## config.mk

```make
export PLATFORM = sky130hd
export DESIGN_NAME = plot_clip_fifo
export DESIGN_NICKNAME = d
export VERILOG_FILES = /design/src/rtl/vga_pkg.sv /design/src/rtl/sync_fifo.sv /design/src/rtl/plot_clip_fifo.sv
export SDC_FILE = /design/constraint.sdc
export NUM_CORES = 1
export LEC_CHECK = 0
export BUFFER_PORTS_ARGS = -buffer_cell sky130_fd_sc_hd__buf_2
export CELL_PAD_IN_SITES_DETAIL_PLACEMENT = 1
export CELL_PAD_IN_SITES_GLOBAL_PLACEMENT = 2
export CORE_ASPECT_RATIO = 0.5
export CORE_MARGIN = 3
export CORE_UTILIZATION = 45
export DETAILED_ROUTE_END_ITERATION = 10
export PLACE_DENSITY = 0.75
export SLEW_MARGIN = 15
export SYNTH_ARGS = -nofsm -noshare
export SYNTH_HDL_FRONTEND = slang
export SYNTH_HIERARCHICAL = 1
export SYNTH_SLANG_ARGS = --single-unit
```

## constraint.sdc

```tcl
create_clock -name CLOCK_50 -period 5.46 [get_ports CLOCK_50]
set_clock_uncertainty 0.2 [all_clocks]
set_input_delay 1.092 -clock CLOCK_50 [delete_from_list [all_inputs] [get_ports CLOCK_50]]
set_output_delay 1.092 -clock CLOCK_50 [all_outputs]
set_load 0.02 [all_outputs]
```

## src/rtl/vga_pkg.sv

```systemverilog
// Shared geometry constants and the plot request record used by the VGA plot path.
package vga_pkg;

  localparam int SCREEN_W = 160;
  localparam int SCREEN_H = 120;
  localparam int X_W      = 8;
  localparam int Y_W      = 7;
  localparam int C_W      = 3;

  typedef struct packed {
    logic [X_W-1:0] x;
    logic [Y_W-1:0] y;
    logic [C_W-1:0] colour;
  } plot_t;

endpackage

```

## src/rtl/sync_fifo.sv

```systemverilog
// Single-clock FIFO with wrap-bit pointers; head entry is visible on rdata while not empty.
module sync_fifo #(
  parameter type data_t = logic [17:0],
  parameter int  DEPTH  = 8
) (
  input  logic  clk,
  input  logic  rst_n,
  input  logic  flush,
  input  logic  push,
  input  logic  pop,
  input  data_t wdata,
  output data_t rdata,
  output logic  full,
  output logic  empty
);

  localparam int AW = $clog2(DEPTH);

  logic [AW:0] wr_ptr_reg;
  logic [AW:0] rd_ptr_reg;
  data_t       mem [DEPTH];
  logic        do_push;
  logic        do_pop;

  // flush wins over both ports so a flushed cycle never moves data
  assign do_push = push && !full && !flush;
  assign do_pop  = pop && !empty && !flush;

  always_ff @(posedge clk or negedge rst_n) begin
    if (!rst_n) begin
      wr_ptr_reg <= '0;
      rd_ptr_reg <= '0;
    end else if (flush) begin
      wr_ptr_reg <= '0;
      rd_ptr_reg <= '0;
    end else begin
      if (do_push) wr_ptr_reg <= wr_ptr_reg + 1'b1;
      if (do_pop)  rd_ptr_reg <= rd_ptr_reg + 1'b1;
    end
  end

  always_ff @(posedge clk) begin
    if (do_push) mem[wr_ptr_reg[AW-1:0]] <= wdata;
  end

  assign rdata = mem[rd_ptr_reg[AW-1:0]];
  assign empty = (wr_ptr_reg == rd_ptr_reg);
  assign full  = ((wr_ptr_reg ^ rd_ptr_reg) == {1'b1, {AW{1'b0}}});

endmodule

```

## src/rtl/plot_clip_fifo.sv

```systemverilog
// Drops off-screen plot requests, buffers the rest and replays them as one-cycle VGA plot strobes.
module plot_clip_fifo
  import vga_pkg::*;
#(
  parameter int DEPTH    = 8,
  parameter int SCREEN_W = vga_pkg::SCREEN_W,
  parameter int SCREEN_H = vga_pkg::SCREEN_H
) (
  input  logic        CLOCK_50,
  input  logic        rst_n,
  input  logic        flush,
  input  logic        in_valid,
  output logic        in_ready,
  input  logic [7:0]  in_x,
  input  logic [6:0]  in_y,
  input  logic [2:0]  in_colour,
  input  logic        out_stall,
  output logic [7:0]  VGA_X,
  output logic [6:0]  VGA_Y,
  output logic [2:0]  VGA_COLOUR,
  output logic        VGA_PLOT,
  output logic        empty,
  output logic        full,
  output logic [15:0] clip_count
);

  localparam logic [31:0] X_LIM = 32'(SCREEN_W);
  localparam logic [31:0] Y_LIM = 32'(SCREEN_H);

  plot_t       wr_entry;
  plot_t       head_entry;
  logic        on_screen;
  logic        accept;
  logic        fifo_push;
  logic        fifo_pop;
  plot_t       out_reg;
  logic        plot_reg;
  logic [15:0] clip_count_reg;

  assign on_screen = (32'(in_x) < X_LIM) && (32'(in_y) < Y_LIM);
  assign in_ready  = !full;
  assign accept    = in_valid && in_ready && !flush;
  assign fifo_push = accept && on_screen;
  assign fifo_pop  = !empty && !out_stall && !flush;

  assign wr_entry.x      = in_x;
  assign wr_entry.y      = in_y;
  assign wr_entry.colour = in_colour;

  sync_fifo #(
    .data_t (plot_t),
    .DEPTH  (DEPTH)
  ) u_fifo (
    .clk   (CLOCK_50),
    .rst_n (rst_n),
    .flush (flush),
    .push  (fifo_push),
    .pop   (fifo_pop),
    .wdata (wr_entry),
    .rdata (head_entry),
    .full  (full),
    .empty (empty)
  );

  always_ff @(posedge CLOCK_50 or negedge rst_n) begin
    if (!rst_n) begin
      out_reg  <= '0;
      plot_reg <= 1'b0;
    end else begin
      plot_reg <= fifo_pop;
      if (fifo_pop) out_reg <= head_entry;
    end
  end

  // the counter sticks at all-ones rather than wrapping
  always_ff @(posedge CLOCK_50 or negedge rst_n) begin
    if (!rst_n) begin
      clip_count_reg <= '0;
    end else if (accept && !on_screen && (clip_count_reg != 16'hFFFF)) begin
      clip_count_reg <= clip_count_reg + 16'd1;
    end
  end

  assign VGA_X      = out_reg.x;
  assign VGA_Y      = out_reg.y;
  assign VGA_COLOUR = out_reg.colour;
  assign VGA_PLOT   = plot_reg;
  assign clip_count = clip_count_reg;

endmodule

```

==> results.py <==
metrics = {
    "floorplanning": {
        "die-area_mm2": 0.0186,
        "coreArea_mm2": 0.0160,
        "die_y_um": 97.9,
        "num_io_pins": 61,
        "start_util_pct": 47.6,
        "placementRows": 32,
        "die_w_um": 190,
    },
    "clocking": {
        "clock_path_buffers": 2,
        "clk_pin_slew_ns": 0.07,
        "clock_sinks": 187,
        "holdBufCountCts": 0,
        "cts_tree": "built",
        "post-cts-setup-buffers": 0,
        "worstSkewPairLatency_ns": 0.42,
        "cts_root_buf": "clkbuf_16",
        "cts.htree.levels": 4,
        "cts_buffers": 17,
        "cts_resized": 0,
    },
    "timing": {
        "grt_setup_unrepaired": "false",
        "post-route-period-util_pct": 71.4,
        "fin_setup_tns_ns": 0,
        "relSlewSlack_pct": 26.8,
        "slew_violations": 0,
        "worst_pin_slew_ns": 1.09,
        "post-route-min-period_ns": 3.90,
        "holdWs_ns": 0.304,
        "finalHoldViolations": 0,
        "fmax_ghz": 0.256,
        "setup_viol": 0,
    },
    "outcome": {
        "status": "completed",
    },
    "placement": {
        "placed_cells": 679,
        "hpwl_mm": 10.3,
        "gp_congestion": 0.833,
        "port-buffer-count": 60,
    },
    "logic_synthesis": {
        "ys_ff_latch": 187,
        "syn_area_per_cell_um2": 19.0,
        "yosysTopAreaCell": "edfxtp_1",
        "syn_nets": 427,
        "yosysWarnings": 6,
        "ys_seq_area_share_pct": 71.0,
        "ys.flop_type": "edfxtp_1",
        "synth_area_leaders": "edfxtp_1 (57%), dfrtp_1 (14%), mux4_2 (11%), mux2_2 (5.8%), xnor2_1 (1.8%)",
        "synth_area_mm2": 0.00761,
        "async_reset_ff_share_pct": 23.0,
        "synth_top_area_share_pct": 56.9,
        "synth_edf_count": 144,
        "synth_cells": 401,
        "yosysUniqueCellTypes": 47,
    },
    "detailed_routing": {
        "drt_wl_total_mm": 16.5,
        "vias_per_cell": 5.54,
        "drtIter0Drc": 312,
        "vias": 3941,
        "first_pass_iters": 4,
        "remaining_drc_errors": 0,
        "postRouteAntennaNets": 0,
        "wl_per_cell_um": 23.2,
    },
    "critical_path": {
        "cpLargestDelayFamily": "simple AND/OR/NAND/NOR gates",
        "crit_type": "flop to flop",
        "crit_required_ns": 5.37,
        "reg2reg_slack_ns": 1.56,
        "worst_ep_arrival_time_ns": 3.81,
        "max_stage_delay_ns": 0.84,
        "path_cells": "xor2_1 -> nor4_1 -> or3b_4 -> nor2_1 -> nand3_1 -> nor4_2 -> buf_4",
        "endpoint_kind": "flop",
        "crit_slowest_cell": "nor4_2",
        "cp_max_fo": 12,
        "start_kind": "flop",
        "cp_num_buf_inv": 1,
    },
    "power": {
        "p_per_area_mw_per_mm2": 359,
        "p_leak_nw": 3.11,
        "ir_drop_v": 0.000227,
    },
    "finish": {
        "stdcell_count": 711,
        "antenna_cells": 0,
        "nets": 503,
        "syn2layout_area_growth_pct": 16.1,
        "post_route_cells_drive_above_1_share_pct": 40.8,
        "largest_reg_flops": 144,
    },
    "grt": {
        "grt_max_degree": 44,
        "grtUsageTotal_pct": 19.1,
        "grt_overflow_total": 0,
        "grt_pass1_vias": 4370,
        "grt_pass1_wl_mm": 26.3,
        "antenna_found_initial": 0,
    },
    "run": {
        "max-cap-violations": 0,
    },
    "hold_path": {
        "min_path_type": "flop to flop",
    },
}
## power by group
part           switching [mW]  internal [mW]
registers              0.0481           1.60
clock network           0.559          0.676
logic                   0.173          0.112
## cell type report
cell class | count | area (um2)
clock buffer | 19 | 453
clock inverter | 13 | 144
fill | 1465 | 7150
inverter | 2 | 7.51
multi-input combinational | 192 | 2120
sequential | 187 | 5400
tap | 221 | 277
timing repair buffer | 77 | 428
## logic make-up after synthesis
group           share of synthesized area, %
compound gates                          1.76
flops                                   71.0
simple gates                            5.71
xor+xnor                                2.42
buf+inv                                 1.58
fa+ha+maj                              0.494
mux                                     17.0
## cell usage in the layout (no fill, tap or decap), drive strengths merged, types with 2 or more instances in the layout
cell    synthesis  layout
mux2i           2       2
and3            4       4
nand2          10      10
and4            2       2
clkbuf          8      19
o41a            2       2
mux4           36      36
a41oi           2       2
nor2b           5       5
mux2           41      41
nand2b          4       4
edfxtp        144     144
nor3            2       2
xor2            5       5
buf            12      77
a21oi           2       2
dfrtp          43      43
nor2           13      13
nand3b          3       3
clkinv          0       3
or3b            2       2
nor4            7       7
nand4          12      12
xnor2          16      16
inv             2      11
nand3           8       8
ha              3       3
## per-stage QoR
step	total power, mW	util, %	worst slack, ns	cell area (um2)
4_1_cts	3.21	55.3	1.52	8830
5_1_grt	3.31	55.3	1.34	8830
6_report	3.17	55.3	1.56	8830
3_5_place_dp	1.97	51.5	1.27	8230
2_1_floorplan	1.84	-	0.751	7610
3_3_place_gp	1.96	51.5	1.44	8230
## worst paths after layout
path	start	to	depth (start not counted)
hold reg to reg	VGA_X[7]$_DFFE_PN0P_	VGA_X[7]$_DFFE_PN0P_	1
min in group asynchronous	rst_n	clip_count[15]$_DFFE_PN0P_	2
max in group asynchronous	rst_n	u_fifo/rd_ptr_reg[0]$_DFFE_PN0P_	2
hold / removal	VGA_X[7]$_DFFE_PN0P_	VGA_X[7]$_DFFE_PN0P_	1
setup / recovery	u_fifo/wr_ptr_reg[2]$_DFFE_PN0P_	u_fifo/mem[3][12]$_DFFE_PP_	7
setup reg to reg	u_fifo/wr_ptr_reg[2]$_DFFE_PN0P_	u_fifo/mem[3][12]$_DFFE_PP_	7
## Yosys cell counts, types with 2 or more instances
cell type and number:
nand3_2 2, o41a_1 2, clkbuf_1 7, nand2_1 10, a41oi_1 2, nand3b_1 3
buf_6 3, buf_2 8, mux4_2 36, edfxtp_1 144, ha_1 3, dfrtp_1 43
nand3_1 6, mux2i_1 2, inv_1 2, xor2_1 5, nand4_1 12, nand2b_1 4
mux2_2 39, and4_1 2, xnor2_1 16, nor4_1 7, nor2_1 13, nor2b_1 5
and3_1 3
## routing by layer
layer,vias up,share of wire (%),global-route usage [%]
met5,-,0,0
met4,0,0.29,3.41
met3,5,4.6,4.99
met2,87,50,31.3
met1,2084,45,26.3
li1,1765,-,-
No activity file was read; power rests on OpenSTA's default activity.
